`config.mk`:
```
export PLATFORM = sky130hd
export DESIGN_NAME = clk_div
export DESIGN_NICKNAME = d
export VERILOG_FILES = /design/src/rtl/clk_div.sv
export SDC_FILE = /design/constraint.sdc
export NUM_CORES = 1
export LEC_CHECK = 0
export BUFFER_PORTS_ARGS = -buffer_cell sky130_fd_sc_hd__buf_2
export CAP_MARGIN = 10
export CORE_AREA = 10 10 47 49
export CTS_BUF_LIST = sky130_fd_sc_hd__clkbuf_8
export DETAILED_ROUTE_END_ITERATION = 7
export DIE_AREA = 0 0 57 59
export GPL_TIMING_DRIVEN = 0
export SYNTH_ARGS = -nofsm -noshare
export SYNTH_HDL_FRONTEND = slang
export SYNTH_SLANG_ARGS = --single-unit
```
`constraint.sdc`:
```
create_clock -name clk -period 1.21 [get_ports clk]
set_input_delay 0.0605 -clock clk [delete_from_list [all_inputs] [get_ports clk]]
set_output_delay 0.0605 -clock clk [all_outputs]
set_load 0.01 [all_outputs]
```
`src/rtl/clk_div.sv`:
```
// Programmable integer clock divider / strobe generator.
// Output is high for the first DUTY_TIME cycles of every PERIOD-cycle window,
// driven straight from a flop so it is glitch-free and safe as a clock enable.
module clk_div #(
  parameter int PERIOD    = 5,
  parameter int DUTY_TIME = 1
) (
  input  logic clk,
  input  logic reset,
  output logic clk_div2
);

  // Counter just wide enough to hold 0..PERIOD-1 (at least one bit).
  localparam int unsigned CNT_W = (PERIOD > 1) ? $clog2(PERIOD) : 1;

  // Duty values above PERIOD behave exactly like PERIOD (always high).
  localparam int unsigned DUTY_CL_I = (DUTY_TIME > PERIOD) ? PERIOD :
                                      (DUTY_TIME < 0)      ? 0      : DUTY_TIME;

  // One extra bit so a duty equal to 2**CNT_W still compares correctly.
  localparam logic [CNT_W:0]   DUTY_CL  = (CNT_W+1)'(DUTY_CL_I);
  localparam logic [CNT_W-1:0] CNT_LAST = CNT_W'((PERIOD > 0) ? PERIOD - 1 : 0);

  // Reject nonsensical configurations at elaboration time.
  if (PERIOD < 1) begin : g_bad_period
    $fatal(1, "clk_div: PERIOD must be >= 1 (got %0d)", PERIOD);
  end
  if (DUTY_TIME < 0) begin : g_bad_duty
    $fatal(1, "clk_div: DUTY_TIME must be >= 0 (got %0d)", DUTY_TIME);
  end

  logic [CNT_W-1:0] cnt;
  logic [CNT_W-1:0] cnt_nxt;
  logic             out_nxt;

  // Next phase and next output level derived from the current phase.
  always_comb begin
    cnt_nxt = cnt + CNT_W'(1);
    out_nxt = 1'b0;
    if (cnt == CNT_LAST) begin
      cnt_nxt = '0;
    end
    if ({1'b0, cnt} < DUTY_CL) begin
      out_nxt = 1'b1;
    end
  end

  // Phase counter and output flop; reset restarts the period at phase 0.
  always_ff @(posedge clk or negedge reset) begin
    if (!reset) begin
      cnt      <= '0;
      clk_div2 <= 1'b0;
    end else begin
      cnt      <= cnt_nxt;
      clk_div2 <= out_nxt;
    end
  end

endmodule

```
After elaboration in Yosys (flattened, before gate mapping)
Index checks and enable logic that the tools add are counted.
{ "classes": {"add_sub_neg": 1, "n_eq_ne": 1, "n_lt_le_gt_ge": 1, "mux": 2} }
{ "ops": {"columns": ["op", "n"], "rows": [
  ["adder 3 x 1 -> 3 bit (second input constant)", 1],
  ["== test 3 bit (second input constant)", 1],
  ["less-than comparator 3 x 1 -> 1 bit (second input constant)", 1],
  ["2-to-1 mux 3 bit", 1],
  ["2-to-1 mux 1 bit", 1]
]} }
{ "word_totals": {"in_bits": 2, "elab_cells": 7, "register_bits": 4, "output_inout_bits": 1} }

Logic depth before layout (Yosys ltp)
Gate-level depths: netlist of the first run.
{ "depth": {"ltp_word": 2, "ltp_mapped": 4, "mapped_depth_nobuf": 4} }

Least setup slack after synthesis of the first run
No wires, ideal clock.
{ "synth_timing": {"path_kind": "register to register", "start": "register cnt[0]", "end": "register cnt[2]", "t_required_ns": 1.131, "setup_slack_ns": 0.293, "arrival_time_ns": 0.837, "n_path_buf": 0, "setup_ns": 0.079, "synth_period_minus_slack_ns": 0.917, "path_stages_with_launch": 5, "cell_sequence": "dfrtp_1 > inv_1 > ha_1 > nand2b_1 > mux2i_1"} }
{ "synth_between": {"elab_chain_len": 2, "word_cells_on_any_way": 3, "cone_classes": "add/sub: 1; eq/ne: 1; mux: 1"} }
{ "synth_rtl": {"columns": ["item", "line", "rtl"], "rows": [
  ["from (decl)", "32", "logic [CNT_W-1:0] cnt;"],
  ["from (signal assigned)", "54", "cnt <= cnt_nxt;"],
  ["adder 3 x 1 -> 3 bit or == test 3 bit (tied branches)", "38, 40", null],
  ["2-to-1 mux 3 bit *", "40", "if (cnt == CNT_LAST) begin"],
  ["named net cnt_nxt[2]", "33", "logic [CNT_W-1:0] cnt_nxt;"]
]} }
Mark *: on every way through the listed nets, which the timed path passes. The rest lies on a longest branch.

Worst setup path after layout of the first run
Ends and elaborated chain as after synthesis.

==> results.tsv, run 1 <==
metric	value	unit
totalWireLength	309	um
r2r_slack	0.21	ns
io_buffers	2	
ys_warn_count	0	
via_count	107	
nNetsFinal	25	
avgRoutedWirePerCell	8.829	um
fp.dieH	59	um
cp_max_fo	4	
syn_avg_cell_area	12.80	um^2
placementRows	14	
clock_latency	0.21	ns
arrival	1.14	ns
synth_seq_cells	4	
syn_to_final_growth	48.87	%
track_usage	0.02381	
hold_viol	0	
tns	0	ns
outcome	finished, final reports clean	
synth_top_cell_area_share	0.6015	
hold_path.class	in -> async	
peakVddDrop	496.5	uV
maxCapViolCount	0	
die-area	3363	um^2
power	413.5	uW
diodes	0	
critPathLaunchType	flop	
min_period	1.001	ns
end_kind	flop	
setup_viol	0	
p_leak	0.0001129	uW
post_cts_buffers	0	
drtPass1Iterations	2	
root_buffer	clkbuf_8	
initial_core_util	0.1188	
ioPinCount	3	
antenna_found_initial	0	
cts-htree-levels	1	
fin_skew	0.001014	ns
cts_sinks	4	
r2r-start	cnt[0]	
post-synth-top-count-cell	dfrtp_1	
synth_commonest_cells	dfrtp_1 (4), ha_1 (2), inv_1 (2)	
drive_above_1_share	0.2632	
async_flop_share	1.000	
ctsLongestPathBuffers	2	
grt_pass1_vias	112	
drt_iter0_markers	2	
clk_pin_slew	0.03	ns
vias_per_cell	3.057	
fillers	165	
grt-ovfl-total	0	
synth_area_leader_cell	dfrtp_1	
cts_buffers	3	
core_area	1401	um^2
rsz0062_at_grt	no	
grt_first_pass_wirelength	462	um
cts_hold_buf	1	
worst_slew_pin_slew	0.1695	ns
post_cts_resized	0	
fmax	998.9	MHz
ant_nets	0	
netlist_area	166.4	um^2
final_area	247.7	um^2
synth_nets	17	
fp.dieW	57	um
synth_edf_count	0	
drv_slew	0	
power_density	1669	nW/um^2
synth_ff_type	dfrtp_1	
place_area	196.4	um^2
drc	0	
seq_area_frac_synth	0.6015	
syn_inst	13	
synth_area_leaders	dfrtp_1 (60%), ha_1 (15%), mux2i_1 (6.0%), a21boi_0 (4.5%), inv_1 (4.5%)	
grt_start_max_net_pins	6	
crit_type	reg -> reg	
ys_types	8	
crit_path_start	cnt[0]	
cts_tree	done	
cp_data_required_time	1.34	ns
slew-limit-headroom	0.8860	
gp_congestion	0.5790	
post-route-period-util	0.8274	
flip-flops by register name, indices dropped and copies added, names as in the netlist:
| register | cells |
|---|---|
| clk_div2 | 1 |
| cnt | 3 |
cell families after synthesis:
kind of cell    Yosys count  share of synthesized area
fa+ha+maj                 2                     0.1504
mux                       1                    0.06015
buf+inv                   2                    0.04513
flops                     4                     0.6015
simple gates              2                    0.06766
compound gates            2                    0.07518
per-stage QoR:
step | util | setup slack (ns) | std cells | hold slack [ns]
after CTS | 0.1768 | 0.1939 | 35 | 0.1817
final | 0.1768 | 0.2089 | 35 | 0.1849
after global placement | 0.1402 | 0.2262 | 31 | -0.1316
after floorplan | - | 0.2932 | 13 | -0.2351
after global routing | 0.1768 | 0.1521 | 35 | 0.1837
after detailed placement | 0.1402 | 0.2033 | 31 | -0.1273
placed cells by master, fill, tap and decap left out:
master and instances:
a21boi_0 1, a21oi_1 1, buf_2 2, clkbuf_8 3
dfrtp_1 4, dlygate4sd3_1 1, ha_1 2, inv_1 2
mux2i_1 1, nand2b_1 1, nor3_1 1
where the power goes:
group | switching [uW] | internal, uW
sequential | 0 | 135
combinational | 2.92 | 3.28
clock | 61.2 | 211
total | 64.1 | 349
routing by layer:
layer	GRT usage	vias to the layer above	share of wire
li1	-	54	-
met1	0.01432	48	0.43
met2	0.02171	5	0.36
met3	0.04292	0	0.20
met4	0.03020	0	0
met5	0	-	0
worst max-delay path, cell delays in order, from the launching register on:
cell and delay, ns:
dfrtp_1 0.39, inv_1 0.06, ha_1 0.22, nand2b_1 0.14, mux2i_1 0.12
worst paths after layout:
path                       depth (start not counted)  endpoint
max                                                4    cnt[2]
min                                                2    cnt[0]
max reg2reg                                        4    cnt[2]
min reg2reg                                        1  clk_div2
max in group asynchronous                          2  clk_div2
min in group clk                                   1  clk_div2
layout make-up:
cell class	instances	area (um^2)	share of cell area
inverter	2	7.507	0.03030
timing repair buffer	3	20.02	0.08081
multi-input combinational	7	58.81	0.2374
sequential	4	100.1	0.4040
clock buffer	3	41.29	0.1667
tap	16	20.02	0.08081
No activity file was read; power rests on OpenSTA's default activity.
==> run 2: changes to the inputs <==
clock period = 0.95 ns   (was 1.21 ns; I/O delays follow)
==> results.tsv, run 2 (synthesis results as in run 1) <==
metric	value	unit	change
outcome	finished, final reports clean		
hold_viol	0		unchanged
maxCapViolCount	0		unchanged
drc	0		unchanged
placementRows	14		unchanged
p_leak	0.0001403	uW	+24%
critPathLaunchType	flop		
dp_cells	31		unchanged
p_sw_frac	0.1568		+0.001872
via_count	122		+14%
root_buffer	clkbuf_8		
cp_max_fo	2		-2
grt_first_pass_wirelength	489	um	+5.8%
r2r_end	cnt[1]		
largest_reg_flops	3		unchanged
arrival	1.01	ns	-0.13 ns
grt-ovfl-total	0		unchanged
power_density	1701	nW/um^2	+1.9%
final_common_cell	dfrtp_1		
end_kind	flop		
p_switching	82.80	uW	+29%
r2r-start	cnt[1]		
r2r_slack	0.02	ns	-0.18 ns
crit_path_start	cnt[1]		
fp.dieH	59	um	unchanged
diodes	0		unchanged
tns	0	ns	unchanged
track_usage	0.02468		+0.0008658
drv_slew	0		unchanged
antenna_found_initial	0		unchanged
final_area	310.3	um^2	+25%
io_buffers	2		unchanged
place_area	196.4	um^2	unchanged
hold_path.class	in -> async		
fp.dieW	57	um	unchanged
ctsLongestPathBuffers	2		unchanged
fmax	1081	MHz	+8.2%
drive_above_1_share	0.6364		+0.3732
ioPinCount	3		unchanged
regMostFlops	cnt		
cp_data_required_time	1.04	ns	-0.30 ns
cts_tree	done		
combPwrFrac	0.015		about the same
vias_per_cell	3.211		+5.0%
gp_congestion	0.5790		unchanged
crit_type	reg -> reg		
nNetsFinal	28		+12%
fillers	159		-3.6%
final_cell_count_no_fill	38		+8.6%
worst_slew_pin_slew	0.2454	ns	+0.07592 ns
clock_latency	0.21	ns	about the same
slew-limit-headroom	0.8364		-0.04960
peakVddDrop	632.4	uV	+27%
seqPwrFrac	0.325		about the same
initial_core_util	0.1188		unchanged
drtPass1Iterations	2		unchanged
cts_buffers	3		unchanged
syn_to_final_growth	86.47	%	
fin_skew	0.0005055	ns	-0.0005082 ns
hold_slack	0.1726	ns	-0.01230 ns
ant_nets	0		unchanged
post-route-period-util	0.9738		+0.1464
grt_pass1_vias	121		+8.0%
cts-htree-levels	1		unchanged
power	527.9	uW	+28%
grt_start_max_net_pins	6		unchanged
clk_pin_slew	0.03	ns	about the same
drt_iter0_markers	2		unchanged
setup_viol	0		unchanged
cts_sinks	4		unchanged
largestRegisters	cnt (3), clk_div2 (1)		
avgRoutedWirePerCell	10.39	um	+18%
p_clk_frac	0.660		about the same
totalWireLength	395	um	+28%
mostFrequentLayoutCells	dfrtp_1 (4), clkbuf_8 (3)		
internal-power	445.1	uW	+27%
die-area	3363	um^2	unchanged
core_area	1401	um^2	unchanged
reg2reg_depth	3		-1
min_period	0.9251	ns	-0.07599 ns
[run 2: changes by cell type in the layout (fill, tap and decap cells not counted)]
cell	change
buf_6	+1
nand2b_4	+1
buf_4	+2
nand2b_1	-1
a21boi_2	+1
ha_4	+2
a21boi_0	-1
ha_1	-2
inv_2	+2
inv_1	-2
[run 2: worst max-delay path by stage]
stage | endpoint | slack (ns) | depth (start not counted)
final | cnt[1] | 0.02 | 3
after global routing | cnt[2] | -0.02 | 4
after CTS | cnt[2] | -0.02 | 4
after detailed placement | cnt[1] | -0.06 | 3
after global placement | cnt[2] | -0.03 | 4
after floorplan | cnt[2] | 0.03 | 4
[run 2: what timing repair did]
action                     4_1_cts  5_1_grt
resized for setup                1        9
buffers inserted                 2        1
hold endpoints to repair         4        0
setup endpoints to repair        2        2
hold buffers                     1        0
pin swaps                        0        1
[run 2: power by group through the flow]
stage | logic (uW) | clock network, uW | registers, uW
3_3_place_gp | 4.71 | 0 | 173
4_1_cts | 8.22 | 363 | 172
2_1_floorplan | 0.0000264 | 0 | 174
6_report | 7.95 | 348 | 172
5_1_grt | 8.81 | 381 | 172
3_5_place_dp | 5.08 | 0 | 173
[run 2: routing by layer]
layer  track usage  up-vias  part of all wire
met3       0.04292        0              0.16
li1              -       60                 -
met4       0.03020        0                 0
met5             0        -                 0
met2       0.02481        5              0.48
met1       0.01432       57              0.36
[run 2: worst max-delay path, cell delays in order, from the launching register on]
cell and delay, ns:
dfrtp_1 0.38, inv_2 0.08, ha_4 0.19, a21boi_2 0.14
[run 2: final cells by class]
class                   instances  area, um^2  area share
multi-input cells               7       95.09      0.3065
inverters                       2       7.507     0.02419
clock buffers                   3       41.29      0.1331
repair buffers                  6       46.29      0.1492
well taps                      16       20.02     0.06452
flip-flops and latches          4       100.1      0.3226
[run 2: stage by stage]
step,util,setup WS [ns]
2_1_floorplan,-,0.03323
3_3_place_gp,0.1402,-0.03380
3_5_place_dp,0.1402,-0.05671
4_1_cts,0.1875,-0.02104
5_1_grt,0.2214,-0.01560
6_report,0.2214,0.02487
